==> src/rtl/reset_release_seq_pkg.sv <==
// Shared types and limits for the reset release sequencer.
package reset_release_seq_pkg;

    // Sequencer states: release counting, normal run, software reset hold.
    typedef enum logic [1:0] {
        SYNC  = 2'd0,
        RUN   = 2'd1,
        SWRST = 2'd2
    } rstseq_state_e;

    // Cause of the most recent reset.
    typedef enum logic {
        CAUSE_PIN = 1'b0,
        CAUSE_SW  = 1'b1
    } rst_cause_e;

    // Legal range of the release delay, in clock edges after the pin rises.
    localparam int RELEASE_DLY_MIN = 2;
    localparam int RELEASE_DLY_MAX = 3;

endpackage : reset_release_seq_pkg

==> src/rtl/reset_release_seq.sv <==
// Reset release sequencer: turns the asynchronous active-low board pin into a
// synchronous active-high reset released a bounded RELEASE_DLY edges later,
// adds a software-requested reset of SW_RST_LEN cycles, and gates the clock
// enable with the run status.
// Optional: define RESET_RELEASE_SEQ_ASSERT_EN to bind reset_release_seq_sva.
module reset_release_seq
    import reset_release_seq_pkg::*;
#(
    parameter int RELEASE_DLY = 2,
    parameter int SW_RST_LEN  = 4,
    parameter int CNT_W       = 8
) (
    input  logic             clk,
    input  logic             rst,
    input  logic             sw_rst_req,
    input  logic             ce_in,
    output logic             rst_out,
    output logic             ce_out,
    output logic             ready,
    output logic             last_cause,
    output logic [CNT_W-1:0] rel_cnt
);

    localparam int               HCNT_W    = (SW_RST_LEN > 1) ? $clog2(SW_RST_LEN) : 1;
    localparam logic [1:0]        CNT_LAST  = 2'(RELEASE_DLY - 1);
    localparam logic [HCNT_W-1:0] HCNT_LAST = HCNT_W'(SW_RST_LEN - 1);

    rstseq_state_e     state;
    logic [1:0]        cnt;
    logic [HCNT_W-1:0] hcnt;
    rst_cause_e        cause;

    // Sequencer FSM with release counter, hold counter and status registers.
    // NOTE: the pin clears every register asynchronously so rst_out rises with
    // zero latency; all state updates use non-blocking assignments.
    always_ff @(posedge clk or negedge rst) begin
        if (!rst) begin
            state   <= SYNC;
            cnt     <= 2'd0;
            hcnt    <= '0;
            rst_out <= 1'b1;
            ready   <= 1'b0;
            cause   <= CAUSE_PIN;
            rel_cnt <= '0;
        end else begin
            case (state)
                SYNC: begin
                    cnt <= cnt + 2'd1;
                    if (cnt == CNT_LAST) begin
                        state   <= RUN;
                        rst_out <= 1'b0;
                        ready   <= 1'b1;
                        rel_cnt <= rel_cnt + CNT_W'(1);
                    end
                end
                RUN: begin
                    if (sw_rst_req) begin
                        state   <= SWRST;
                        rst_out <= 1'b1;
                        ready   <= 1'b0;
                        cause   <= CAUSE_SW;
                        hcnt    <= '0;
                    end
                end
                SWRST: begin
                    if (hcnt == HCNT_LAST) begin
                        state <= SYNC;
                        cnt   <= 2'd0;
                    end else begin
                        hcnt <= hcnt + HCNT_W'(1);
                    end
                end
                default: begin
                    state   <= SYNC;
                    cnt     <= 2'd0;
                    rst_out <= 1'b1;
                    ready   <= 1'b0;
                end
            endcase
        end
    end

    // Enable passes only while running; ready is low whenever rst_out is high.
    assign ce_out     = ce_in & ready;
    assign last_cause = cause;

endmodule : reset_release_seq

`ifdef RESET_RELEASE_SEQ_ASSERT_EN

`else
// Checker not bound in this build.
`endif

==> config.mk <==
export PLATFORM = sky130hd
export DESIGN_NAME = reset_release_seq
export DESIGN_NICKNAME = d
export VERILOG_FILES = /design/src/rtl/reset_release_seq_pkg.sv /design/src/rtl/reset_release_seq.sv
export SDC_FILE = /design/constraint.sdc
export NUM_CORES = 1
export LEC_CHECK = 0
export CAP_MARGIN = 20
export CORE_MARGIN = 1
export CORE_UTILIZATION = 52
export CTS_BUF_LIST = sky130_fd_sc_hd__clkbuf_8
export DETAILED_ROUTE_END_ITERATION = 16
export PLACE_DENSITY = 0.87
export RECOVER_POWER = 100
export SYNTH_ARGS = -nofsm -noshare
export SYNTH_HDL_FRONTEND = slang
export SYNTH_SLANG_ARGS = --single-unit
==> constraint.sdc <==
create_clock -name clk -period 1.8 [get_ports clk]
set_clock_uncertainty 0.05 [all_clocks]
set_input_delay 0.18 -clock clk [delete_from_list [all_inputs] [get_ports clk]]
set_output_delay 0.18 -clock clk [all_outputs]
set_load 0.01 [all_outputs]
==> results of run 1 <==
## routing by layer
metal	vias to the layer above	track usage [%]	share of wire, %
li1	296	-	-
met1	272	28.0	49
met2	24	27.8	44
met3	7	3.04	4.3
met4	0	9.68	2.6
met5	-	0	0
## metrics by stage
step / total power [mW] / setup slack (ps)
6_report: 1.60 / 159
4_1_cts: 1.67 / 235
2_1_floorplan: 1.12 / 365
3_3_place_gp: 1.35 / 310
3_5_place_dp: 1.39 / 263
5_1_grt: 1.71 / 121
## final timing paths
path                                     endpoint  slack [ps]
min in group asynchronous  rel_cnt[5]$_DFFE_PN0P_         510
max in group asynchronous     hcnt[1]$_DFFE_PN0P_         650
setup reg to reg           rel_cnt[7]$_DFFE_PN0P_         240
setup / recovery                           ce_out         160
hold / removal             rel_cnt[7]$_DFFE_PN0P_         410
hold reg to reg            rel_cnt[7]$_DFFE_PN0P_         410
## cells by family after synthesis
group           after synthesis
buf+inv                       6
xor+xnor                      6
fa+ha+maj                     3
simple gates                 27
compound gates               14
mux                           1
flops                        17
## synthesized netlist by cell type, drive strengths merged, types with 2 or more instances
master / number
dfrtp: 16
nand2: 9
xor2: 5
a21oi: 4
inv: 4
ha: 3
nor2: 3
o21ai: 3
nand3: 2
nor2b: 2
nor3: 2
nor3b: 2
o2bb2ai: 2
## power by group through the flow
| stage | Combinational (mW) | Sequential [mW] | Clock [mW] |
|---|---|---|---|
| after global placement | 0.641 | 0.707 | 0 |
| after CTS | 0.672 | 0.714 | 0.284 |
| after global routing | 0.680 | 0.736 | 0.296 |
| after floorplan | 0.433 | 0.685 | 0 |
| after detailed placement | 0.668 | 0.721 | 0 |
| final | 0.610 | 0.710 | 0.281 |
## registers in the layout, summed over array words and instances, names as in the netlist
signal	flops
rel_cnt	8
cnt	2
hcnt	2
state	2
last_cause	1
ready	1
rst_out	1
## layout make-up
| type | instances | area share (%) |
|---|---|---|
| clock buffer | 3 | 4.08 |
| sequential | 17 | 42.2 |
| clock inverter | 1 | 0.371 |
| multi-input combinational | 51 | 34.9 |
| timing repair buffer | 16 | 15.2 |
| tap | 15 | 1.85 |
| inverter | 4 | 1.48 |
## layout by cell type, fill, tap and decap left out, types with 3 or more instances in the layout
| cell | n |
|---|---|
| nor2_1 | 3 |
| clkbuf_8 | 3 |
| xor2_1 | 5 |
| dlygate4sd3_1 | 13 |
| o21ai_0 | 3 |
| inv_1 | 5 |
| ha_1 | 3 |
| a21oi_1 | 4 |
| dfrtp_1 | 16 |
| nand2_1 | 9 |
==> key figures, run 1 <==
STA
  • RSZ-0062 raised after global routing: no
  • Slew HR: between 40% and 50%
  • TNS Setup: 0 ps
  • Fmax: between 0.6 and 0.7 GHz
  • Hold slack: 406 ps
  • Slew Viols, Final: 0
  • Fin crit share: roughly 91%
  • Tmin final: around 1600 ps
  • Final setup vio count: 0
  • Worst-Margin Slew: 890 ps
  • Final Hold Fails: 0

Critical path
  • Critical path class: reg -> out
  • Worst path required time: ~1600 ps
  • Critical Path Start: ready$_DFFE_PN0P_
  • Worst r2r src: state[1]$_DFFE_PN0P_
  • Crit path max fanout: 4
  • Startpoint types: flip-flop
  • Crit-path leading delay family: buffers and inverters
  • Setup crit end kind: primary output
  • Crit path largest cell delay: approximately 600 ps
  • Buffers & Inverters on Critical Path: 1
  • Critical Path AT: 1410 ps
  • CP max stage cell: dlygate4sd3_1
  • Worst Reg-to-Reg Cells: 3
  • Crit-path cells: and2_1, dlygate4sd3_1
  • Instance count on the critical path: 2

Route
  • Initial drt markers: 7
  • Drc violations: 0
  • Mean number of vias per cell: between 5 and 6
  • Vias post-DR: approximately 600
  • Final ANT Viol Nets: 0
  • Pre-antenna DRT Iters: 4
  • Total Wirelength: around 1500 µm
  • DR WL/cell: between 10 and 15 µm

Synthesis
  • Post-Syn Nets: 81
  • Main combinational cell family by area after synthesis: simple AND/OR/NAND/NOR gates
  • Mapped Cells: 74
  • Yosys cell types: 31
  • Synth Area in Simple Gates: around a fifth
  • Yosys reg bits: 17
  • Synth Area in Compound Gates: a little under an eighth
  • Top-area cell type share of the netlist area: around half
  • Syn Area/Cell: ~11 µm²
  • Mux share of post-synthesis cell area: between 1 and 1.5%
  • EDFF count, synth: 0
  • Synth async-reset ratio: 100%
  • Post-Synth Adder-Cell Area: around 4.6%
  • Sequential-to-total area share from yosys stat: between 50% and 60%
  • Main synth FF type: dfrtp_1
  • Largest cells by area after synthesis: dfrtp_1 (49%), xor2_1 (5.3%), ha_1 (4.6%), nand2_1 (4.1%), nand4bb_4 (3.4%)
  • Synth Area in XOR/XNOR: between 6 and 7%
  • Area leader, netlist: dfrtp_1
  • Ys Warns: 0
  • Synthesized cell area: between 800 and 900 µm²

Die
  • I/O pin total: 16
  • Core area: between 1000 and 1500 µm²
  • Row count: 13
  • Starting Density: about 59%
  • DIE WIDTH: around 42 µm
  • Die Ht: between 40 and 50 µm
  • Die area: ~1700 µm²

Min path
  • Hold path startpoint: rel_cnt[7]$_DFFE_PN0P_
  • Tightest Hold Check Type: reg -> reg
  • Worst Hold Depth: 1

Flow run
  • Max-cap violations: 0

Power and ir drop
  • Clk pwr share: about 18%
  • Combinational fraction of design power: between 30% and 40%
  • LEAKAGE: around 0.47 nW
  • Power Density: about 1600 nW/µm²
  • Switching Share: a little under two fifths
  • Int Power: approximately 1.0 mW
  • Sequential power share: 44.4%
  • Worst ir drop on vdd: approximately 1.1 mV
  • Sw power: 594 µW

Global routing
  • Global-route wire length before repair: 2510 µm
  • Vias in the first global route: 558
  • Remaining Overflow, GRT: 0
  • Initial antenna violation count: 0
  • Largest net degree at the start of global routing: 18
  • Total GRT Usage: 19.2%

Placed design
  • IO buf count: 15
  • Post-Place Cells: 103
  • DP HPWL: roughly 1100 µm
  • Post-DP Area: roughly 990 µm²
  • Gpl congestion: ~0.75

Layout
  • Fillers: 108
  • Design area: between 1000 and 1500 µm²
  • Area of the multi-input gates: around 350 µm²
  • Layout cell share with drive strength beyond 1: under 10%
  • Area grow syn2layout: 23.5%
  • Final net count: 100
  • Final Core Density: about 73%
  • Register area: 427 µm²
  • Post-route insts no fill: ~110
  • Antenna cells: 0

CTS
  • Post-CTS Resized: 0
  • Clk_lat worst skew: 250 ps
  • H-tree levels: 1
  • Post-CTS Setup Inserts: 0
  • Clock edge transition at the registers on the reported setup and hold paths: around 60 ps
  • CTS Root Cell: clkbuf_8
  • CTS tree: yes
  • TritonCTS buffer count: 3
  • CTS max path bufs: 2
  • # clock sinks: 17
  • Cts-stage hold buffer count: 0

Run status
  • Status: finished, final reports clean
No activity file was read; power rests on OpenSTA's default activity.
==> run 2, diff against run 1 <==
Settings changed: CTS_CLUSTER_SIZE set to 8.
==> results of run 2 <==
Final layout, timing and power as in run 1 (identical DEF).
==> run 3, diff against run 2 <==
Settings changed: GPL_TIMING_DRIVEN set to 0.
==> key figures, run 3 (synthesis gave the netlist of run 1 again) <==
Global routing
  • Initial antenna violation count: 0 (unchanged)
  • Vias in the first global route: 584 (was 558)
  • Global-route wire length before repair: 2770 µm (was 2510 µm)
  • Total GRT Usage: 21.5% (was 19.2%)
  • Remaining Overflow, GRT: 0 (unchanged)
  • Largest net degree at the start of global routing: 18 (unchanged)

Placed design
  • DP Worst Slack: 242 ps (was 263 ps)
  • DP HPWL: 1070 µm (was 1090 µm)
  • Post-Place Cells: 104 (was 103)
  • Gpl congestion: 0.747 (was 0.753)
  • Post-DP Area: 988 µm² (was 987 µm²)
  • IO buf count: 15 (unchanged)

Critical path
  • Crit-path cells: and2_1, dlygate4sd3_1 (unchanged)
  • Critical Path Start: ready$_DFFE_PN0P_ (unchanged)
  • Critical Path AT: 1390 ps (was 1410 ps)
  • Worst r2r src: cnt[1]$_DFFE_PN0P_ (was state[1]$_DFFE_PN0P_)
  • Termination of the worst setup path: ce_out (unchanged)
  • Worst Reg-to-Reg Cells: 4 (was 3)
  • Worst R2R Setup Slack: 200 ps (was 240 ps)
  • Worst path required time: 1570 ps (about the same)
  • Crit-path leading delay family: buffers and inverters (unchanged)
  • Setup crit end kind: primary output (unchanged)
  • Buffers & Inverters on Critical Path: 1 (unchanged)
  • Instance count on the critical path: 2 (unchanged)
  • R2r endpoint: rel_cnt[1]$_DFFE_PN0P_ (was rel_cnt[7]$_DFFE_PN0P_)
  • Crit path largest cell delay: 600 ps (was 590 ps)
  • Startpoint types: flip-flop (unchanged)
  • CP max stage cell: dlygate4sd3_1 (unchanged)
  • Crit path max fanout: 4 (unchanged)
  • Critical path class: reg -> out (unchanged)

STA
  • Fin worst setup slack: 176 ps (was 159 ps)
  • Slew Viols, Final: 0 (unchanged)
  • TNS Setup: 0 ps (unchanged)
  • Final Hold Fails: 0 (unchanged)
  • Worst-Margin Slew: 769 ps (was 890 ps)
  • Final setup vio count: 0 (unchanged)
  • RSZ-0062 raised after global routing: no (unchanged)
  • Fmax: 0.616 GHz (was 0.610 GHz)
  • Slew HR: 48.6% (was 40.6%)
  • Hold slack: 402 ps (was 406 ps)
  • Fin crit share: 90.2% (was 91.1%)
  • Tmin final: 1620 ps (was 1640 ps)

Power and ir drop
  • LEAKAGE: 0.471 nW (was 0.468 nW)
  • Power Density: 1600 nW/µm² (was 1580 nW/µm²)
  • Power, Total: 1.64 mW (was 1.60 mW)
  • Worst ir drop on vdd: 0.962 mV (was 1.10 mV)

Layout
  • Antenna cells: 0 (unchanged)
  • Commonest non-fill, non-tap cell in the layout: dfrtp_1 (unchanged)
  • Design area: 1030 µm² (was 1010 µm²)
  • Final Core Density: 74.2% (was 73.2%)
  • Final net count: 101 (was 100)
  • Max FFs per register: 8 (unchanged)
  • Post-route insts no fill: 108 (was 107)
  • Commonest cells after routing, fill and taps aside: dfrtp_1 (16), dlygate4sd3_1 (13), nand2_1 (9) (unchanged)
  • Area grow syn2layout: 25.2% (was 23.5%)
  • Layout cell share with drive strength beyond 1: 7.53% (was 7.61%)
  • Biggest register: rel_cnt (unchanged)

CTS
  • CTS max path bufs: 2 (unchanged)
  • # clock sinks: 17 (unchanged)
  • Cts-stage hold buffer count: 0 (unchanged)
  • Clock edge transition at the registers on the reported setup and hold paths: 60 ps (about the same)
  • TritonCTS buffer count: 3 (unchanged)
  • CTS Root Cell: clkbuf_8 (unchanged)
  • CTS tree: yes (unchanged)
  • H-tree levels: 1 (unchanged)
  • Clk_lat worst skew: 240 ps (was 250 ps)
  • Post-CTS Resized: 0 (unchanged)
  • Post-CTS Setup Inserts: 0 (unchanged)

Die
  • I/O pin total: 16 (unchanged)
  • DIE WIDTH: 41.7 µm (unchanged)
  • Die Ht: 41.7 µm (unchanged)
  • Row count: 13 (unchanged)
  • Die area: 1740 µm² (unchanged)
  • Starting Density: 59.3% (unchanged)
  • Core area: 1380 µm² (unchanged)

Route
  • Mean number of vias per cell: 5.77 (was 5.60)
  • Pre-antenna DRT Iters: 4 (unchanged)
  • Total Wirelength: 1550 µm (was 1490 µm)
  • Vias post-DR: 623 (was 599)
  • Final ANT Viol Nets: 0 (unchanged)
  • Initial drt markers: 29 (was 7)
  • DR WL/cell: 14.3 µm (was 13.9 µm)
  • Drc violations: 0 (unchanged)

Run status
  • Status: finished, final reports clean (unchanged)

Min path
  • Tightest Hold Check Type: in -> async (was reg -> reg)

Flow run
  • Max-cap violations: 0 (unchanged)
run 3: cell count changes in the layout (fill, tap and decap cells not counted):
cell       before  now
nor4_1          0    1
nor4_2          1    0
nand4bb_4       0    1
nand4bb_1       1    0
clkbuf_1        1    2
run 3: routing by layer:
| metal | vias up | track usage, % | share of wire [%] | wire length [µm] |
|---|---|---|---|---|
| li1 | 298 | - | - | - |
| met1 | 304 | 28.8 | 45 | 691 |
| met2 | 21 | 33.8 | 52 | 800 |
| met3 | 0 | 4.35 | 3.6 | 56 |
| met4 | 0 | 9.68 | 0 | 0 |
| met5 | - | 0 | 0 | 0 |
run 3: layout make-up:
class                      count  area [µm²]
buffer                         2        7.51
clock buffer                   3        41.3
clock inverter                 1        3.75
fill                          90         357
inverter                       4        15.0
multi-input combinational     51         363
sequential                    17         427
tap                           15        18.8
timing repair buffer          15         150
run 3: report_power, final:
| part | switching (mW) | internal (mW) |
|---|---|---|
| logic | 0.347 | 0.352 |
| clock network | 0.117 | 0.151 |
| registers | 0.143 | 0.529 |
| total | 0.607 | 1.03 |
run 3: how the worst min path moves through the flow:
stage	start	end	slack (ps)	cells after the start
after floorplan	rst	cnt[0]$_DFFE_PN0P_	-170	0
after global placement	last_cause$_DFFE_PN0P_	last_cause$_DFFE_PN0P_	400	1
after detailed placement	last_cause$_DFFE_PN0P_	last_cause$_DFFE_PN0P_	410	1
after CTS	rst	rel_cnt[4]$_DFFE_PN0P_	350	1
after global routing	rel_cnt[7]$_DFFE_PN0P_	rel_cnt[7]$_DFFE_PN0P_	430	1
final	rst	rel_cnt[7]$_DFFE_PN0P_	400	1
